### src/rtl/mh_lp_bridge_buffer.sv
// Ping-pong tile buffer between linear projection and multi-head attention.
// Each bank holds NUM_HEADS DIMxDIM tiles; each bank is replayed row-wise or transposed.
module mh_lp_bridge_buffer #(
  parameter int DATA_WIDTH = 16,
  parameter int DIM        = 4,
  parameter int NUM_HEADS  = 2,
  parameter int HEAD_W     = (NUM_HEADS > 1) ? $clog2(NUM_HEADS) : 1,
  parameter int IDX_W      = (DIM > 1) ? $clog2(DIM) : 1
) (
  input  logic                      clk,
  input  logic                      rst,
  input  logic                      in_valid,
  output logic                      in_ready,
  input  logic [DIM*DATA_WIDTH-1:0] in_data,
  input  logic                      in_last,
  input  logic                      in_transpose,
  output logic                      out_valid,
  input  logic                      out_ready,
  output logic [DIM*DATA_WIDTH-1:0] out_data,
  output logic [HEAD_W-1:0]         out_head,
  output logic [IDX_W-1:0]          out_idx,
  output logic                      out_last,
  output logic                      err_last,
  output logic [1:0]                bank_full
);

  // state    | meaning
  // EMPTY    | bank free, waiting for its first write beat
  // FILLING  | bank partially written
  // FULL     | bank complete, nothing read yet
  // DRAINING | bank being replayed to attention
  typedef enum logic [1:0] {S_EMPTY, S_FILLING, S_FULL, S_DRAINING} bank_st_e;

  bank_st_e st_q [2];
  bank_st_e st_d [2];
  logic [1:0]        mode_q, mode_d;
  logic              wr_bank_q, wr_bank_d, rd_bank_q, rd_bank_d;
  logic [HEAD_W-1:0] wr_head_q, wr_head_d, rd_head_q, rd_head_d;
  logic [IDX_W-1:0]  wr_row_q, wr_row_d, rd_idx_q, rd_idx_d;
  logic              err_last_q, err_last_d;
  logic [DATA_WIDTH-1:0] mem_q [2][NUM_HEADS][DIM][DIM];
  logic [DATA_WIDTH-1:0] mem_d [2][NUM_HEADS][DIM][DIM];

  logic wr_fire, wr_final, rd_fire;

  assign in_ready  = !rst && (st_q[wr_bank_q] == S_EMPTY || st_q[wr_bank_q] == S_FILLING);
  assign out_valid = (st_q[rd_bank_q] == S_FULL || st_q[rd_bank_q] == S_DRAINING);
  assign wr_fire   = in_valid && in_ready;
  assign wr_final  = (wr_head_q == HEAD_W'(NUM_HEADS-1)) && (wr_row_q == IDX_W'(DIM-1));
  assign out_last  = (rd_head_q == HEAD_W'(NUM_HEADS-1)) && (rd_idx_q == IDX_W'(DIM-1));
  assign rd_fire   = out_valid && out_ready;
  assign out_head  = rd_head_q;
  assign out_idx   = rd_idx_q;
  assign err_last  = err_last_q;

  always_comb begin
    for (int b = 0; b < 2; b++)
      bank_full[b] = (st_q[b] == S_FULL || st_q[b] == S_DRAINING);
  end

  // Transpose mode reads column rd_idx instead of row rd_idx.
  always_comb begin
    out_data = '0;
    for (int j = 0; j < DIM; j++)
      out_data[j*DATA_WIDTH +: DATA_WIDTH] = mode_q[rd_bank_q] ?
          mem_q[rd_bank_q][rd_head_q][j][rd_idx_q] :
          mem_q[rd_bank_q][rd_head_q][rd_idx_q][j];
  end

  always_comb begin
    st_d       = st_q;
    mode_d     = mode_q;
    wr_bank_d  = wr_bank_q;
    wr_head_d  = wr_head_q;
    wr_row_d   = wr_row_q;
    rd_bank_d  = rd_bank_q;
    rd_head_d  = rd_head_q;
    rd_idx_d   = rd_idx_q;
    err_last_d = err_last_q;
    mem_d      = mem_q;

    if (wr_fire) begin
      for (int j = 0; j < DIM; j++)
        mem_d[wr_bank_q][wr_head_q][wr_row_q][j] = in_data[j*DATA_WIDTH +: DATA_WIDTH];
      if (st_q[wr_bank_q] == S_EMPTY) begin
        st_d[wr_bank_q]   = S_FILLING;
        mode_d[wr_bank_q] = in_transpose;
      end
      // Beat counter is authoritative; a disagreeing in_last is only flagged.
      if (in_last != wr_final)
        err_last_d = 1'b1;
      if (wr_final) begin
        st_d[wr_bank_q] = S_FULL;
        wr_head_d       = '0;
        wr_row_d        = '0;
        wr_bank_d       = ~wr_bank_q;
      end else if (wr_row_q == IDX_W'(DIM-1)) begin
        wr_row_d  = '0;
        wr_head_d = wr_head_q + 1'b1;
      end else begin
        wr_row_d = wr_row_q + 1'b1;
      end
    end

    if (rd_fire) begin
      if (out_last) begin
        st_d[rd_bank_q] = S_EMPTY;
        rd_head_d       = '0;
        rd_idx_d        = '0;
        rd_bank_d       = ~rd_bank_q;
      end else begin
        st_d[rd_bank_q] = S_DRAINING;
        if (rd_idx_q == IDX_W'(DIM-1)) begin
          rd_idx_d  = '0;
          rd_head_d = rd_head_q + 1'b1;
        end else begin
          rd_idx_d = rd_idx_q + 1'b1;
        end
      end
    end
  end

  always_ff @(posedge clk or posedge rst) begin
    if (rst) begin
      st_q[0]    <= S_EMPTY;
      st_q[1]    <= S_EMPTY;
      mode_q     <= '0;
      wr_bank_q  <= 1'b0;
      wr_head_q  <= '0;
      wr_row_q   <= '0;
      rd_bank_q  <= 1'b0;
      rd_head_q  <= '0;
      rd_idx_q   <= '0;
      err_last_q <= 1'b0;
    end else begin
      st_q       <= st_d;
      mode_q     <= mode_d;
      wr_bank_q  <= wr_bank_d;
      wr_head_q  <= wr_head_d;
      wr_row_q   <= wr_row_d;
      rd_bank_q  <= rd_bank_d;
      rd_head_q  <= rd_head_d;
      rd_idx_q   <= rd_idx_d;
      err_last_q <= err_last_d;
    end
  end

  // Tile storage carries no reset; its contents are meaningless until written.
  always_ff @(posedge clk) begin
    mem_q <= mem_d;
  end

endmodule

### config.mk
export PLATFORM = sky130hd
export DESIGN_NAME = mh_lp_bridge_buffer
export DESIGN_NICKNAME = d
export VERILOG_FILES = /design/src/rtl/mh_lp_bridge_buffer.sv
export SDC_FILE = /design/constraint.sdc
export NUM_CORES = 1
export LEC_CHECK = 0
export ABC_AREA = 0
export BUFFER_PORTS_ARGS = -buffer_cell sky130_fd_sc_hd__buf_2
export CAP_MARGIN = 15
export CELL_PAD_IN_SITES_DETAIL_PLACEMENT = 0
export CELL_PAD_IN_SITES_GLOBAL_PLACEMENT = 1
export CORE_ASPECT_RATIO = 2
export CORE_MARGIN = 5
export CORE_UTILIZATION = 32
export CTS_CLUSTER_SIZE = 30
export DETAILED_ROUTE_END_ITERATION = 10
export PLACE_DENSITY = 0.53
export SYNTH_ARGS = -nofsm -noshare
export SYNTH_HDL_FRONTEND = slang
export SYNTH_SLANG_ARGS = --single-unit
### constraint.sdc
create_clock -name clk -period 7.15 [get_ports clk]
set_clock_uncertainty 0.05 [all_clocks]
set_input_delay 0 -clock clk [delete_from_list [all_inputs] [get_ports clk]]
set_output_delay 0 -clock clk [all_outputs]
set_load 0.005 [all_outputs]
# Word level (Yosys, flattened, before mapping)
# Cells that the tools add are included.
# word_totals
reg_bits	1039
output_inout_bits	73
wordCells	224
# op_classes
n_addsub	4
n_lt_le_gt_ge	13
n_eq_ne	10
n_mux	82
bitwise_logic	17
n_reduce_logical	24
# ops
op	count
$bwmux W1024	4
$mux W512	7
$demux W512 S1	4
$mux W256	7
$demux W256 S1	4
$demux W64 S2	4
$mux W16	13
$mux W64	3
$bmux W16 S2	4
$bmux W64 S2	1
$mux W48	1
$mux W32	1
$mux W2	12
$mux W4	6
$eq A2 B2 Y1 const B	8
$reduce_and A2 Y1	6
$logic_and A1 B1 Y1	10
$ge A2 B2 Y1 const B	4
$not A1 Y2	4
$mux W1	7
$ge A3 B3 Y1 const B	2
$lt A2 B1 Y1 const B	3
$not A2 Y3	2
$add A2 B1 Y2 const B	2
other kinds (20)	31

# Longest topological paths before layout
# Gate-level depths: netlist (run 1).
# depth
ltp_word	15
ltp_mapped	8
depth_no_buf	6

# Worst setup path before layout (run 1)
# OpenSTA, ideal clock, no wires.
# synth_timing
path_type	register to register
startpoint	register wr_bank_q
endpoint	register mem_q[100] (netlist bit), enable pin
setup_time_ps	493
arrival_ps	4028
setup_slack_ps	2579
path_stages_with_launch	6
synth_period_minus_slack_ps	4571
path_cell_list	dfrtp_1 -> buf_2 -> mux2i_1 -> nand3_1 -> clkbuf_1 -> nor2b_1
# synth_between
elab_chain_cells	8
# synth_lines
item	line	text
from (decl)	37	logic wr_bank_q, wr_bank_d, rd_bank_q, rd_bank_d;
from (signal assigned)	138	wr_bank_q <= wr_bank_d;
$not A1 Y2 (implied by the code) *	46	assign in_ready = !rst && (st_q[wr_bank_q] == S_EMPTY || st_q[wr_bank_q] == S_FILLING);
$mux W2 (implied by the code) * (3 in a row)	46	
$eq A2 B1 Y1 or $logic_not A2 Y1 (tied branches)	46	
$logic_or A1 B1 Y1 *	46	
$logic_and A1 B1 Y1 *	46	
$logic_and A1 B1 Y1 *	48	assign wr_fire = in_valid && in_ready;
to (signal assigned)	150	mem_q <= mem_d;
to (decl)	41	logic [DATA_WIDTH-1:0] mem_q [2][NUM_HEADS][DIM][DIM];
# Every way passes the cells marked *; elsewhere a longest branch is shown, timed or not. The select of a mux whose other input is x is not followed.
# A chain may end at the register's enable or synchronous reset.

# Worst setup path in the final report (run 1)
# layout_timing
startpoint	register rd_bank_q
endpoint	output port out_data[36]
# layout_between
elab_chain_cells	11
# layout_lines
item	line	text
from (decl)	37	
from (signal assigned)	141	rd_bank_q <= rd_bank_d;
$not A1 Y2 (implied by the code)	66, 67	
$mux W512 (implied by the code) (3 in a row)	67	mem_q[rd_bank_q][rd_head_q][rd_idx_q][j];
$mux W256 (implied by the code) (3 in a row)	67	
$bmux W64 S2 or $bmux W16 S2 (tied branches)	67, 66	
$mux W64 or $mux W16 (tied branches) (2 in a row)	n/a	
$mux W16 *	65	out_data[j*DATA_WIDTH +: DATA_WIDTH] = mode_q[rd_bank_q] ?
to (decl)	19	output logic [DIM*DATA_WIDTH-1:0] out_data,
# Marked as above.

==> results.json, run 1 <==
{
  "r2r-start": "wr_row_q[0]",
  "regArea_um2": 31100,
  "grt_pass1_wl_um": 198000,
  "dr.pass1.iters": 5,
  "clk_pin_slew_ns": 0.07,
  "dr.max_layer_used": "met4",
  "io_buffers": 142,
  "cts-root-buf": "clkbuf_16",
  "critPathLaunchType": "register",
  "grt.total_usage_pct": 19.3,
  "clk_latency_ns": 0.69,
  "clk_path_buf_depth": 3,
  "fmax_mhz": 218,
  "synth_cell_types": 42,
  "multiInputGateArea_um2": 11300,
  "required_ns": 7.10,
  "avgSynthCellArea_um2": 18.0,
  "numCtsBuffers": 95,
  "post_drt_via_cell_ratio": 5.43,
  "relSlewSlack_pct": 21.1,
  "m1WireLength_um": 54900,
  "cts_tree": "built",
  "fill_cells": 12500,
  "synth.yosys.seq_area_share_pct": 72.1,
  "critPathMaxFanout": 78,
  "drive_gt1_share_pct": 22.7,
  "leakagePower_nw": 16.8,
  "wl_met3_um": 5820,
  "area_delta_synth_final_pct": 15.5,
  "timing.hold.ws_ns": 0.0711,
  "grt_pass1_vias": 25000,
  "rsz0062_at_grt": "no",
  "met2_length_um": 75700,
  "critical_path.startpoint": "rd_bank_q",
  "yosysWarnings": 0,
  "nNetsFinal": 2638,
  "routedWlPerCell_um": 32.2,
  "critPathKind": "register to output pin",
  "fin_crit_ns": 4.60,
  "async_reset_ff_share_pct": 1.44,
  "drt-initial-drc-count": 1975,
  "drc": 0,
  "holdCritStartpoint": "in_transpose",
  "ys_ff_latch": 1039,
  "cts_setup_buffers": 0,
  "gp_congestion": 0.782,
  "grt_max_degree": 80,
  "tns_ns": 0,
  "dieArea_um2": 143000,
  "worstMarginPinSlew_ns": 1.18,
  "die_w_um": 270,
  "cp-end-kind": "output pin",
  "die_h_um": 530,
  "ant_nets": 0,
  "crit_slowest_cell": "dfrtp_4",
  "core_area_um2": 134000,
  "dp_hpwl_um": 90900,
  "final_cell_area_um2": 49900,
  "start_util_pct": 32.2,
  "syn_inst": 2402,
  "synth_edf_count": 1024,
  "irDropWorstVdd_uv": 207,
  "final_max_slew_viol_count": 0,
  "post_dp_cell_area_um2": 45800,
  "arrival_ns": 4.55,
  "syn-num-nets": 2477,
  "period_share_pct": 64.3,
  "setup_viol": 0,
  "cts.htree.levels": 3,
  "overflow": 0,
  "synth_top_flop_cell": "edfxtp_1",
  "hold_class": "input pin to register",
  "cap_violations": 0,
  "postCtsHoldBufs": 71,
  "ctsResizeCount": 0,
  "path_cells": "buf_12 -> buf_4 -> mux4_2 -> a211oi_1 -> o32ai_1 -> buf_2",
  "grt_antenna_before_repair": 10,
  "routed_wl_um": 141000,
  "syn_area_um2": 43200,
  "hold_viol": 0,
  "fp-row-count": 190,
  "cts_sinks": 1039,
  "ios": 143,
  "critPathMaxStageDelay_ns": 0.87,
  "status": "finished, final reports clean",
  "vias": 23800,
  "power_density_nw_per_um2": 388
}
[where the power goes]
group / total, W / internal [W] / switching [W]
clock: 0.00558 / 0.00324 / 0.00234
sequential: 0.00728 / 0.00702 / 0.000260
combinational: 0.00652 / 0.00217 / 0.00434
total: 0.0194 / 0.0124 / 0.00695
[critical path, delay by kind of cell (launching register included)]
family	cells	cell delay, ns
buffers and inverters	3	1.40
AO/OA/AOI/OAI	2	0.88
flip-flops	1	0.87
multiplexers	1	0.60
[final timing paths]
check / endpoint / depth (start not counted) / slack (ns)
worst min-delay path: mode_q[0] / 3 / 0.07
max in group asynchronous: rd_bank_q / 4 / 6.05
min in group asynchronous: out_idx[0] / 4 / 0.47
worst max-delay path: out_data[36] / 6 / 2.55
worst min register to register: wr_row_q[1] / 2 / 0.50
worst max register to register: mem_q[115] / 6 / 3.30
[layout by cell type (no fill, tap or decap), types with 5 or more instances in the layout]
master	synthesis	final
bufinv_16	0	21
o32ai_1	17	17
a31o_1	15	15
dlygate4sd3_1	0	71
o22ai_1	62	62
clkbuf_16	0	96
or2_1	30	30
buf_4	12	47
dfrtp_1	15	11
and3_1	213	213
nand3_1	6	5
nor2_1	49	34
nor2_4	0	15
a311oi_1	31	31
and2_1	66	66
mux2i_1	126	125
a211o_1	30	30
nand2_1	156	156
ha_1	5	5
edfxtp_1	1024	1024
mux4_2	224	224
clkinv_1	1	17
o21ai_0	36	36
clkbuf_1	131	12
a211oi_1	33	33
buf_2	33	142
clkinv_2	0	18
buf_12	0	6
a31oi_1	18	18
inv_1	5	5
[per-layer routing]
metal	GRT usage [%]	vias to the layer above
li1	-	10000
met1	23.5	12800
met2	36.0	742
met3	2.28	155
met4	5.97	0
met5	0	-
[per-stage QoR]
| stage | setup slack (ns) | utilization, % | power [W] | instances |
|---|---|---|---|---|
| finish | 2.55 | 37.2 | 0.0194 | 4374 |
| global placement | 3.16 | 34.2 | 0.0140 | 4123 |
| CTS | 2.35 | 37.2 | 0.0197 | 4371 |
| global route | 2.30 | 37.2 | 0.0201 | 4372 |
| detailed placement | 3.13 | 34.2 | 0.0140 | 4123 |
| floorplan | 2.58 | - | 0.0109 | 2402 |
[flip-flops by register name, indices dropped and copies added (netlist names)]
signal / flops
out_head: 1
err_last: 1
wr_row_q: 2
st_q: 4
wr_head_q: 1
out_idx: 2
mem_q: 1024
mode_q: 2
wr_bank_q: 1
rd_bank_q: 1
[synth_stat cells, types with 12 or more instances]
cell,number,area [µm²]
o21ai_0,36,180
buf_2,33,165
a31oi_1,18,113
buf_6,12,135
mux2i_1,126,1260
and3_1,213,1330
a311oi_1,31,272
nor2_1,49,184
buf_4,12,90.1
buf_1,14,52.6
o32ai_1,17,149
a211oi_1,33,248
a31o_1,15,131
nand2_1,156,586
clkbuf_1,131,492
dfrtp_1,15,375
a211o_1,30,263
and2_1,66,413
o22ai_1,62,388
mux4_2,224,5040
edfxtp_1,1024,30700
or2_1,30,188
[area by class of cell]
| type | instances | area share, % |
|---|---|---|
| sequential | 1039 | 62.4 |
| multi-input combinational | 1155 | 22.6 |
| clock buffer | 108 | 4.91 |
| tap | 1728 | 4.33 |
| timing repair buffer | 266 | 3.80 |
| clock inverter | 69 | 1.87 |
| inverter | 6 | 0.0552 |
| antenna | 3 | 0.0150 |
[logic make-up after synthesis]
group           synth area share, %
mux                            14.7
flops                          72.1
fa+ha+maj                     0.145
xor+xnor                     0.0608
simple gates                   6.57
buf+inv                        2.22
compound gates                 4.23
No activity file was read; power rests on OpenSTA's default activity.
==> run 2: changes to the inputs <==
- PLACE_DENSITY: 0.53 -> 0.55
- clock period: 7.15 -> 4 ns (I/O delays scaled with it)
==> run 2 against run 1 <==
Non-clock buffer count is 38 higher. Sequential share of layout area fell by 0.092 points. First-iteration DRC count increased by 0.41%. Worst hold slack improved by 0.026 ns.
==> results.json, run 2 (synthesis results as in run 1) <==
{
  "status": "finished, final reports clean",
  "cts_sinks": 1039,
  "grt.total_usage_pct": 18.9,
  "critPathMaxFanout": 21,
  "period_share_pct": 96.0,
  "fp-row-count": 190,
  "cap_violations": 0,
  "dr.max_layer_used": "met5",
  "core_area_um2": 134000,
  "reg2reg_depth": 5,
  "critPathKind": "register to output pin",
  "worstMarginPinSlew_ns": 1.03,
  "utilization_pct": 37.3,
  "overflow": 0,
  "holdCritStartpoint": "in_transpose",
  "nNetsFinal": 2671,
  "cp-end-kind": "output pin",
  "routed_wl_um": 138000,
  "die_h_um": 530,
  "wl_met3_um": 6040,
  "io_buffers": 142,
  "fin_cells": 4400,
  "clk_pin_slew_ns": 0.06,
  "drc": 0,
  "hold_viol": 0,
  "regMostFlops": "mem_q",
  "m1WireLength_um": 51000,
  "die_w_um": 270,
  "leakagePower_nw": 16.8,
  "relSlewSlack_pct": 31.2,
  "dp_hpwl_um": 90700,
  "final_common_cell": "edfxtp_1",
  "dr.pass1.iters": 5,
  "ios": 143,
  "grt_pass1_vias": 24600,
  "required_ns": 3.95,
  "drive_gt1_share_pct": 23.0,
  "clk_latency_ns": 0.69,
  "numCtsBuffers": 90,
  "drt-initial-drc-count": 1983,
  "grt_max_degree": 107,
  "total_power_w": 0.0337,
  "grt_antenna_before_repair": 17,
  "power_density_nw_per_um2": 675,
  "area_delta_synth_final_pct": 15.7,
  "irDropWorstVdd_uv": 611,
  "grt_pass1_wl_um": 194000,
  "arrival_ns": 3.79,
  "setup_viol": 0,
  "tns_ns": 0,
  "fin_crit_ns": 3.84,
  "dieArea_um2": 143000,
  "cts-root-buf": "clkbuf_16",
  "r2r-start": "wr_bank_q",
  "gp_congestion": 0.817,
  "worst_slack_ns": 0.160,
  "final_max_slew_viol_count": 0,
  "dp.cells": 4161,
  "rsz0062_at_grt": "no",
  "reg2reg_slack_ns": 1.07,
  "final_cell_mix": "edfxtp_1, mux4_2, and3_1, nand2_1, buf_2",
  "critPathLaunchType": "register",
  "r2r-end": "mem_q[214]",
  "routedWlPerCell_um": 31.3,
  "hold_class": "input pin to register",
  "dp_slack_ns": 0.798,
  "clk_path_buf_depth": 3,
  "hold_depth": 3,
  "largestRegisters": "mem_q x1024, st_q x4",
  "met2_length_um": 77000,
  "post_drt_via_cell_ratio": 5.37,
  "ant_nets": 0,
  "whs_endpoint": "mode_q[1]",
  "largest_reg_flops": 1024,
  "cts_tree": "built",
  "fmax_mhz": 260,
  "cts.htree.levels": 3,
  "vias": 23600,
  "start_util_pct": 32.2
}
## run 2: changes by cell type in the layout (fill, tap and decap cells not counted), moves of 4 or more
| cell | before | now |
|---|---|---|
| clkinv_1 | 17 | 21 |
| clkinv_2 | 18 | 14 |
| clkbuf_1 | 12 | 23 |
| clkbuf_16 | 96 | 91 |
| bufinv_16 | 21 | 6 |
| buf_12 | 6 | 30 |
| buf_4 | 47 | 61 |
## run 2: how the worst max path moves through the flow
stage,from,to,slack [ns],depth (start not counted)
6_report,rd_bank_q,out_data[19],0.16,6
5_1_grt,rd_bank_q,out_data[19],0.001,6
4_1_cts,rd_bank_q,out_data[36],0.03,6
3_5_place_dp,rd_bank_q,out_data[36],0.80,6
3_3_place_gp,out_head,out_data[35],0.79,6
2_1_floorplan,wr_bank_q,mem_q[100],-0.57,5
## run 2: per-stage QoR
stage,cell area (µm²),hold slack (ns)
final,50000,0.0968
after global routing,50000,0.0869
after CTS,49900,0.0479
after detailed placement,46400,0.135
after global placement,46400,0.127
after floorplan,43200,-0.136
## run 2: final cells by class
type | count | area (µm²)
clock inverter | 50 | 467
timing repair buffer | 304 | 2480
sequential | 1039 | 31100
fill | 12500 | 84100
inverter | 6 | 27.5
multi-input combinational | 1155 | 11300
antenna | 2 | 5.00
tap | 1728 | 2160
clock buffer | 116 | 2390
## run 2: per-layer routing
layer	track usage, %	vias up
met5	0	-
met1	22.0	12700
met3	2.68	161
met2	36.5	708
met4	4.86	4
li1	-	10100
## run 2: timing repair
| item | 4_1_cts | 5_1_grt |
|---|---|---|
| setup endpoints to repair | 0 | 3 |
| hold buffers | 71 | 0 |
| hold endpoints to repair | 1051 | 0 |
| gates resized for setup | 0 | 3 |
| setup buffers | 0 | 0 |
## run 2: critical path, stage by stage, from the launching register on
cell     delay [ns]
dfrtp_4        0.68
buf_4          0.30
mux2i_4        0.43
nand2_1        0.65
o22ai_1        0.55
or2_1          0.27
buf_2          0.17
## run 2: power by group
part	switching, W	leakage, nW	internal, W
combinational	0.00782	5.79	0.00425
clock	0.00402	1.39	0.00465
sequential	0.000435	9.61	0.0125
total	0.0123	16.8	0.0215
==> run 3: changes to the inputs <==
- PLACE_DENSITY: 0.55 -> 0.63
- SLEW_MARGIN: not set -> 20
==> run 3 against run 2 <==
First-iteration DRC count is 20% higher. Non-clock buffer count is 15 higher. Die area stayed put. Register-to-register slack worse by 0.19 ns. Setup slack better by 0.14 ns.
==> results.json, run 3 (synthesis results as in run 1) <==
{
  "status": "finished, final reports clean",
  "rsz0062_at_grt": "no",
  "routedWlPerCell_um": 31.3,
  "critPathLaunchType": "register",
  "utilization_pct": 37.4,
  "numCtsBuffers": 86,
  "dp_hpwl_um": 92200,
  "drt-initial-drc-count": 2384,
  "io_buffers": 142,
  "dieArea_um2": 143000,
  "timing.hold.ws_ns": 0.116,
  "cts-root-buf": "clkbuf_16",
  "cap_violations": 0,
  "area_delta_synth_final_pct": 16.2,
  "setup_viol": 0,
  "cts_sinks": 1039,
  "critPathMaxFanout": 52,
  "overflow": 0,
  "worstMarginPinSlew_ns": 1.01,
  "regMostFlops": "mem_q",
  "drive_gt1_share_pct": 23.8,
  "die_w_um": 270,
  "clk_pin_slew_ns": 0.07,
  "required_ns": 3.95,
  "post_dp_cell_area_um2": 46500,
  "clk_latency_ns": 0.67,
  "core_area_um2": 134000,
  "cts.htree.levels": 3,
  "tns_ns": 0,
  "irDropWorstVdd_uv": 380,
  "start_util_pct": 32.2,
  "final_max_slew_viol_count": 0,
  "worst_slack_ns": 0.296,
  "cts_tree": "built",
  "post_drt_via_cell_ratio": 5.48,
  "largestRegisters": "mem_q x1024, st_q x4",
  "arrival_ns": 3.65,
  "grt.total_usage_pct": 19.0,
  "ant_nets": 0,
  "period_share_pct": 92.6,
  "critPathKind": "register to output pin",
  "dr.pass1.iters": 5,
  "final_cell_area_um2": 50200,
  "largest_reg_flops": 1024,
  "power_density_nw_per_um2": 680,
  "dp_slack_ns": 0.753,
  "clk_path_buf_depth": 3,
  "ios": 143,
  "vias": 24200,
  "grt_pass1_wl_um": 195000,
  "leakagePower_nw": 16.9,
  "final_cell_mix": "edfxtp_1, mux4_2, and3_1, nand2_1, buf_2",
  "cp-end-kind": "output pin",
  "fmax_mhz": 270,
  "fin_crit_ns": 3.70,
  "gp_congestion": 0.797,
  "routed_wl_um": 138000,
  "relSlewSlack_pct": 32.8,
  "nNetsFinal": 2682,
  "die_h_um": 530,
  "grt_max_degree": 99,
  "grt_pass1_vias": 25300,
  "hold_class": "input pin to register",
  "final_common_cell": "edfxtp_1",
  "fp-row-count": 190,
  "grt_antenna_before_repair": 17,
  "hold_viol": 0,
  "fill_cells": 12500,
  "drc": 0
}
[run 3: changes by cell type in the layout (fill, tap and decap cells not counted), sizes merged]
cell | before | now
buf | 233 | 249
clkbuf | 116 | 104
bufinv | 6 | 14
clkinv | 38 | 32
diode | 2 | 7
clkinvlp | 2 | 4
dlygate4sd3 | 71 | 70
inv | 10 | 11
[run 3: repair_timing]
| item | 4_1_cts | 5_1_grt |
|---|---|---|
| endpoints found under the setup margin | 1 | 2 |
| setup buffers | 0 | 1 |
| endpoints found under the hold margin | 1051 | 0 |
| hold buffers | 70 | 0 |
| gates cloned | 0 | 0 |
| resized for setup | 1 | 0 |
[run 3: cell type report]
type	instances	area [µm²]	area share [%]
Antenna cell	7	17.5	0.0349
Inverter	6	27.5	0.0548
Clock buffer	104	2300	4.59
Sequential cell	1039	31100	62.0
Timing Repair Buffer	319	2590	5.16
Multi-Input combinational cell	1155	11300	22.5
Tap cell	1728	2160	4.31
Clock inverter	55	671	1.34
[run 3: worst max-delay path: stages (launching register included)]
cell	delay, ns
dfrtp_4	0.67
buf_12	0.44
mux4_2	0.62
mux2i_1	0.35
o22ai_1	0.23
or2_1	0.39
buf_2	0.17
[run 3: worst paths after layout]
check	cells after the start	slack (ns)	endpoint	from
max	6	0.30	out_data[51]	rd_bank_q
min	3	0.12	mode_q[1]	in_transpose
max reg2reg	5	0.88	mem_q[350]	wr_bank_q
min reg2reg	1	0.44	err_last	err_last
max in group asynchronous	4	2.90	out_idx[0]	rst
min in group asynchronous	4	0.48	rd_bank_q	rst
[run 3: metal layers]
metal / global-route usage, % / vias to the layer above / part of all wire [%]
li1: - / 10100 / -
met1: 22.0 / 12900 / 37
met2: 36.5 / 986 / 55
met3: 2.54 / 210 / 5.2
met4: 5.67 / 8 / 3.0
met5: 0 / - / 0.044
[run 3: metrics by stage]
| stage | cells | power, W |
|---|---|---|
| after floorplan | 2402 | 0.0194 |
| after global placement | 4176 | 0.0254 |
| after detailed placement | 4176 | 0.0255 |
| after CTS | 4405 | 0.0345 |
| after global routing | 4409 | 0.0354 |
| final | 4413 | 0.0342 |
[run 3: power breakdown]
group / switching (W) / leakage, nW / internal [W]
Clock: 0.00397 / 1.45 / 0.00505
Combinational: 0.00798 / 5.87 / 0.00421
Sequential: 0.000393 / 9.61 / 0.0125
Total: 0.0123 / 16.9 / 0.0218
